==> config.mk <==
export PLATFORM = sky130hd
export DESIGN_NAME = channel_scanner
export DESIGN_NICKNAME = d
export VERILOG_FILES = /design/src/rtl/scan_pkg.sv /design/src/rtl/channel_scanner_next_channel.sv /design/src/rtl/channel_scanner.sv
export SDC_FILE = /design/constraint.sdc
export NUM_CORES = 1
export LEC_CHECK = 0
export ABC_AREA = 1
export CORE_ASPECT_RATIO = 2
export CORE_MARGIN = 10
export CORE_UTILIZATION = 25
export CTS_BUF_LIST = sky130_fd_sc_hd__clkbuf_4
export CTS_CLUSTER_DIAMETER = 60
export DETAILED_ROUTE_END_ITERATION = 12
export PLACE_DENSITY = 0.38
export SLEW_MARGIN = 30
export SYNTH_ARGS = -nofsm -noshare
export SYNTH_HDL_FRONTEND = slang
export SYNTH_HIERARCHICAL = 1
export SYNTH_SLANG_ARGS = --single-unit
==> constraint.sdc <==
create_clock -name clk -period 4.16 [get_ports clk]
set_input_delay 1.04 -clock clk [delete_from_list [all_inputs] [get_ports clk]]
set_output_delay 1.04 -clock clk [all_outputs]
set_load 0.01 [all_outputs]
==> src/rtl/scan_pkg.sv <==
// Shared definitions for the channel scanner: channel count, select width
// and the two-state controller encoding.
package scan_pkg;
    localparam int NUM_CH = 8;
    localparam int SEL_W  = 3;

    typedef enum logic {
        IDLE = 1'b0,
        SCAN = 1'b1
    } state_t;
endpackage

==> src/rtl/channel_scanner_next_channel.sv <==
// Rotating-priority search for the next enabled channel, starting at sel
// (inclusive) or just after it (exclusive), with modulo-NUM_CH wrap.
module next_channel
    import scan_pkg::*;
(
    input  logic [SEL_W-1:0]  sel,
    input  logic [NUM_CH-1:0] mask,
    input  logic              inclusive,
    output logic [SEL_W-1:0]  next,
    output logic              found,
    output logic              wrapped
);

    logic [SEL_W-1:0] cand;

    always_comb begin
        next    = sel;
        found   = 1'b0;
        wrapped = 1'b0;
        cand    = sel;
        // Walk from the farthest offset down so the nearest hit is the last write.
        for (int k = NUM_CH; k >= 1; k--) begin
            cand = sel + SEL_W'(inclusive ? k - 1 : k);
            if (mask[cand]) begin
                next  = cand;
                found = 1'b1;
            end
        end
        wrapped = found && (next <= sel);
    end

endmodule

==> src/rtl/channel_scanner.sv <==
// Channel scanner: dwells dwell+1 cycles on each enabled channel while en is
// high, and supports single-step manual advance while idle.
module channel_scanner
    import scan_pkg::*;
#(
    parameter int DWELL_W = 16
) (
    input  logic               clk,
    input  logic               rst,
    input  logic               en,
    input  logic [DWELL_W-1:0] dwell,
    input  logic [7:0]         mask,
    input  logic               step,
    output logic [SEL_W-1:0]   sel,
    output logic               sel_valid,
    output logic               tick,
    output logic               wrap
);

    state_t             state, state_nx;
    logic [DWELL_W-1:0] presc, presc_nx;
    logic [SEL_W-1:0]   sel_nx;
    logic               tick_nx, wrap_nx;

    logic [SEL_W-1:0]   inc_next, exc_next;
    logic               inc_found, exc_found;
    logic               inc_wrapped, exc_wrapped;
    logic               mask_any;

    assign mask_any = |mask;

    next_channel u_search_incl (
        .sel       (sel),
        .mask      (mask),
        .inclusive (1'b1),
        .next      (inc_next),
        .found     (inc_found),
        .wrapped   (inc_wrapped)
    );

    next_channel u_search_excl (
        .sel       (sel),
        .mask      (mask),
        .inclusive (1'b0),
        .next      (exc_next),
        .found     (exc_found),
        .wrapped   (exc_wrapped)
    );

    always_comb begin
        state_nx = state;
        presc_nx = presc;
        sel_nx   = sel;
        tick_nx  = 1'b0;
        wrap_nx  = 1'b0;
        unique case (state)
            IDLE: begin
                if (en && mask_any) begin
                    state_nx = SCAN;
                    presc_nx = '0;
                    if (inc_found && (inc_next != sel)) begin
                        sel_nx  = inc_next;
                        tick_nx = 1'b1;
                        wrap_nx = inc_wrapped;
                    end
                end else if (!en && step && mask_any && exc_found) begin
                    sel_nx  = exc_next;
                    tick_nx = 1'b1;
                    wrap_nx = exc_wrapped;
                end
            end
            SCAN: begin
                if (!en || !mask_any) begin
                    state_nx = IDLE;
                    presc_nx = '0;
                end else if (presc >= dwell) begin
                    // A lone enabled channel re-selects itself; tick and wrap still fire.
                    presc_nx = '0;
                    sel_nx   = exc_next;
                    tick_nx  = 1'b1;
                    wrap_nx  = exc_wrapped;
                end else begin
                    presc_nx = presc + 1'b1;
                end
            end
            default: state_nx = IDLE;
        endcase
    end

    always_ff @(posedge clk) begin
        if (rst) begin
            state <= IDLE;
            presc <= '0;
            sel   <= '0;
            tick  <= 1'b0;
            wrap  <= 1'b0;
        end else begin
            state <= state_nx;
            presc <= presc_nx;
            sel   <= sel_nx;
            tick  <= tick_nx;
            wrap  <= wrap_nx;
        end
    end

    assign sel_valid = (state == SCAN) && mask[sel];

endmodule

==> results.md, run 1 <==
- Clock Latency Late Sink: 310 ps
- H-tree Lvls: 1
- Fillers: 1829
- Die area: 0.02181 mm^2
- Area Overhead vs Synth: 14.70%
- Placement Setup Slack: 11.83 ps
- Post-synth ARST share: 0%
- Drt total wl: 12810 um
- Hold Vio Cnt, Final: 0
- VDD IR-drop max: 151.9 uV
- CTS tree: built
- Distinct cells, synth: 49
- Min-delay worst type: register to register
- Crit path buf inv count: 2
- Worst-margin pin slew: 518.3 ps
- Synth top area share: 17.13%
- DRT iter0 DRCs: 108
- Syn Std Cell Area: 0.004009 mm^2
- Final period util: 91.84%
- Static leakage: 2.155 nW
- GRT overflow: 0
- Required time of the critical path: 3120 ps
- Final ANT Viol Nets: 0
- WL/cell: 14.74 um
- Setup-failing EPs final: 0
- Internal Power: 1.248 mW
- TNS Setup: 0 ps
- Clock power frac: 3.3%
- Average via count per standard cell: 4.642
- Post-DP HPWL: 11010 um
- Critical Path Source Type: input pin
- Clock transition at path regs: 130 ps
- PwrDens: 667.7 mW/mm^2
- Share of post-route cells with drive strength above 1: 21.11%
- Core area: 0.01578 mm^2
- Slowest stage delay, CP: 600 ps
- Final net count: 732
- Post-synth top area cell: nand2_1
- Commonest cells after routing, fill and taps aside: 183 x nand2_1, 71 x inv_1, 57 x nand3_1
- Minimum clock period: 3820 ps
- Prevailing post-synth register cell: dfxtp_1
- Max-slew headroom: 65.44%
- Sw Share: 59.35%
- Initial antenna violation count: 0
- CTS max path bufs: 2
- Register bit total from synthesis: 22
- PnR worst setup slack: 339.6 ps
- Global-route wire length before repair: 20510 um
- # DRC: 0
- Tot Pwr: 3.070 mW
- Max cap viols: 0
- Nature of the critical path endpoint: primary output
- Post-synth EDFFs: 0
- Critical-path top delay cell: clkdlybuf4s50_1
- CTS Root Cell: clkbuf_4
- Vias: 4034
- Gpl congestion: 0.9006
- Worst Path Max Fanout: 6
- DRT Pass-1 Iters: 4
- Die H: 199.1 um
- RSZ-0062 raised after global routing: no
- Clock sinks: 22
- Mapped Cells: 627
- P_sw: 1.822 mW
- FP Rows: 65
- Synth top area cells: nand2_1 17%, dfxtp_1 11%, ha_1 9.7%
- # diodes: 0
- Delay-heaviest family, CP: buffers and inverters
- Ys Warns: 6
- F_max: 0.2618 GHz
- Cells along the critical path: clkdlybuf4s50_1 -> o21ai_0 -> o22ai_1 -> o21ai_0 -> a31oi_1 -> clkdlybuf4s50_1
- Mean area per synthesized cell: 6.394 um^2
- Clk_skew: 5.661 ps
- CP arrival: 2780 ps
- Starting Density: 25.41%
- Status: finished, final reports clean
- GR Util All Layers: 11.81%
- # IOs: 34
- Vias in the first global route: 4155
- IO buf count: 33
- Reg2reg setup slack: 510 ps
- Die Wd: 109.5 um
- Comb pwr share: 88.8%
- Slew Viols, Final: 0
- Hold buffers post-CTS: 0
- Num CTS Buffers: 3
- Placed Cells: 865
- Final non-filler cell total: 869
- Largest net degree at the start of global routing: 16
- Critical path class: input pin to primary output
- Commonest non-fill, non-tap cell in the layout: nand2_1
- Sequential-to-total area share from yosys stat: 10.99%
- Sequential Power Share: 7.9%
-- registers in the layout, summed over array words and instances, names as in the netlist --
| signal | count |
|---|---|
| presc | 16 |
| sel | 3 |
| state | 1 |
| tick | 1 |
| wrap | 1 |
-- metrics by stage --
step                      hold slack (ps)  util, %  instance area (um^2)
after floorplan                     471.7        -                  4031
after global placement              505.2    28.97                  4571
after detailed placement            514.1    28.97                  4571
after CTS                           533.7    29.14                  4597
after global routing                541.7    29.14                  4598
final                               522.8    29.14                  4598
-- worst register-to-register path, stage by stage, from the launching register on --
cell and delay (ps):
dfxtp_2 430, inv_1 150, fa_1 640, inv_2 190, nand3_1 110, nand2_2 110
inv_1 70, nand2_1 60, o21ai_0 90, o21ai_0 190, nand2_1 70, nand2_1 60
nand2_1 50, a21oi_1 130, nor2_1 80, ha_1 310, a21oi_1 120, o21ai_0 90
a21boi_1 230, inv_1 80, o22ai_1 160, nand2_1 60, a21oi_1 110
-- layout make-up --
| class | instances | area (um^2) | share of cell area [%] |
|---|---|---|---|
| Sequential cell | 22 | 441.7 | 9.605 |
| Clock buffer | 3 | 22.52 | 0.4898 |
| Timing Repair Buffer | 40 | 382.9 | 8.327 |
| Inverter | 93 | 376.6 | 8.190 |
| Multi-Input combinational cell | 509 | 3119 | 67.84 |
| Tap cell | 201 | 251.5 | 5.469 |
| Clock inverter | 1 | 3.754 | 0.08163 |
-- cell usage after synthesis, types with 4 or more instances --
master and number:
nor2_4 5, xnor2_1 5, nand2_4 16, a21oi_2 15, o21ai_1 4, a21oi_1 23, fa_1 4, inv_2 15
o21ai_0 16, ha_1 31, xor2_1 6, nor3_1 7, o22ai_1 10, inv_1 71, dfxtp_1 22, nand3_2 4
nand4_1 5, nand3_1 57, nor2_2 5, nand2_1 183, nand2_2 48, nor2_1 31
-- timing repair --
item,CTS,global route
setup endpoints to repair,0,1
gates resized for setup,0,1
setup buffers,0,0
-- routing by layer --
layer  routed length (um)  global-route usage (%)
met5                    0                       0
met4                  351                   4.021
met3                  417                   1.000
met2                 7656                   24.99
met1                 4382                   10.82
-- path summary, 6_finish.rpt --
path / end / startpoint / cells after the start
max reg2reg: wrap / sel[1] / 22
min reg2reg: presc[13] / presc[13] / 2
min: presc[13] / presc[13] / 2
max: sel_valid / mask[5] / 6
-- cells by family after synthesis --
group	count (synthesis)	share of synthesized area [%]
compound gates	83	14.01
xor+xnor	17	5.962
fa+ha+maj	35	11.67
buf+inv	102	11.77
flops	22	10.99
other cells	2	0.1873
simple gates	366	45.41
-- power by group through the flow --
| stage | Combinational [mW] | Clock [mW] | Sequential (mW) |
|---|---|---|---|
| finish | 2.73 | 0.102 | 0.243 |
| global route | 3.06 | 0.112 | 0.246 |
| global placement | 2.74 | 0 | 0.248 |
| CTS | 2.75 | 0.108 | 0.244 |
| floorplan | 2.09 | 0 | 0.270 |
| detailed placement | 2.74 | 0 | 0.248 |
(Power assumes the default switching activity.)
==> run 2: changes to the inputs <==
- DONT_BUFFER_PORTS: unset -> 1
- PLACE_DENSITY: 0.38 -> 0.35
==> results.md, run 2 (same netlist as run 1, synthesis figures left out) <==
- WL/cell: 15.75 um
- Vias in the first global route: 3938
- Clock Latency Late Sink: 340 ps
- Met3 WL post-DR: 365 um
- Core area: 0.01578 mm^2
- Post-DP HPWL: 11110 um
- Commonest cells after routing, fill and taps aside: 183 x nand2_1, 71 x inv_1, 57 x nand3_1
- Worst-margin pin slew: 816.9 ps
- Minimum clock period: 3706 ps
- Critical Path Source Type: register
- Required time of the critical path: 4450 ps
- Setup-failing EPs final: 0
- H-tree Lvls: 1
- DR top layer: met4
- Post-CTS setup buffers: 0
- VDD IR-drop max: 156.6 uV
- Min-delay worst type: register to register
- CTS Root Cell: clkbuf_4
- Initial antenna violation count: 0
- Drt total wl: 13120 um
- Die area: 0.02181 mm^2
- # IOs: 34
- Critical path class: register to register
- GR Util All Layers: 12.20%
- CTS max path bufs: 2
- DRT iter0 DRCs: 103
- Die Wd: 109.5 um
- CTS tree: built
- RSZ-0062 raised after global routing: no
- Slew Viols, Final: 0
- Status: finished, final reports clean
- Gpl congestion: 0.8640
- Average via count per standard cell: 4.618
- F_max: 0.2698 GHz
- Largest net degree at the start of global routing: 17
- # DRC: 0
- Worst Path Max Fanout: 7
- Largest regs: presc: 16 flops, sel: 3 flops
- FP Rows: 65
- Die H: 199.1 um
- Final ANT Viol Nets: 0
- Clock transition at path regs: 150 ps
- Nature of the critical path endpoint: register
- Static leakage: 2.014 nW
- Num CTS Buffers: 3
- Share of post-route cells with drive strength above 1: 22.15%
- Global-route wire length before repair: 20650 um
- Max cap viols: 0
- Clock sinks: 22
- Final Util: 26.93%
- TNS Setup: 0 ps
- GRT overflow: 0
- # diodes: 0
- Largest Register: presc
- Final period util: 89.09%
- Hold Vio Cnt, Final: 0
- PwrDens: 711.6 mW/mm^2
- CP arrival: 4000 ps
- Clk_skew: 14.56 ps
- Metal2 WL: 7868 um
- Max FFs per register: 16
- Commonest non-fill, non-tap cell in the layout: nand2_1
- DRT Pass-1 Iters: 4
- IO buf count: 0
- Final net count: 696
- Area Overhead vs Synth: 5.993%
- Vias: 3847
- Max-slew headroom: 45.54%
- M1 wire length: 4528 um
- Starting Density: 25.41%
[run 2: changes by cell type in the layout (fill, tap and decap cells not counted)]
| cell | change |
|---|---|
| fa_1 | -1 |
| buf_4 | -3 |
| dfxtp_2 | +1 |
| dfxtp_1 | -1 |
| fa_2 | +1 |
| clkdlybuf4s50_1 | -33 |
[run 2: power breakdown]
| part | internal, mW | switching (mW) |
|---|---|---|
| combinational | 0.919 | 1.70 |
| clock | 0.0354 | 0.0804 |
| sequential | 0.230 | 0.0587 |
[run 2: timing repair]
item / 4_1_cts / 5_1_grt
setup endpoints to repair: 0 / 1
hold buffers: 0 / 0
endpoints found under the hold margin: 0 / 0
gates resized for setup: 0 / 2
[run 2: critical path, cell delays in order (launching register included)]
cell	delay [ps]
dfxtp_2	480
inv_1	180
fa_2	610
inv_2	160
nand3_1	110
nand2_2	90
inv_1	110
nand2_1	70
o21ai_0	70
o21ai_0	170
nand2_1	70
nand2_1	70
nand2_1	50
a21oi_1	140
nor2_1	110
ha_1	310
a21oi_1	120
o21ai_0	90
a21boi_1	200
inv_1	100
o22ai_1	170
nand2_1	70
a21oi_1	110
[run 2: path summary, 6_finish.rpt]
kind,cells after the start,from,endpoint,slack [ps]
worst max register to register,22,sel[1],wrap,450
worst max-delay path,22,sel[1],wrap,450
worst min register to register,2,presc[13],presc[13],530
worst min-delay path,2,presc[13],presc[13],530
[run 2: per-stage QoR]
stage	hold slack, ps	instance area (um^2)	power [mW]	setup slack, ps	std cells
after global routing	542.7	4249	3.390	31.54	833
after floorplan	471.7	4031	2.361	753.1	633
after detailed placement	510.4	4219	2.925	95.97	829
after CTS	530.9	4245	3.055	80.50	833
final	525.4	4249	3.024	453.9	833
after global placement	504.4	4219	2.936	103.0	829
[run 2: final cells by class]
| class | count | area, um^2 |
|---|---|---|
| fill | 1802 | 11530 |
| multi-input combinational | 509 | 3122 |
| sequential | 22 | 442.9 |
| clock buffer | 3 | 22.52 |
| clock inverter | 1 | 3.754 |
| timing repair buffer | 4 | 30.03 |
| tap | 201 | 251.5 |
| inverter | 93 | 376.6 |
[run 2: per-layer routing]
metal,vias up,global-route usage (%)
met2,56,25.85
met1,1773,11.15
met5,-,0
met3,15,1.194
met4,0,3.924
li1,2003,-
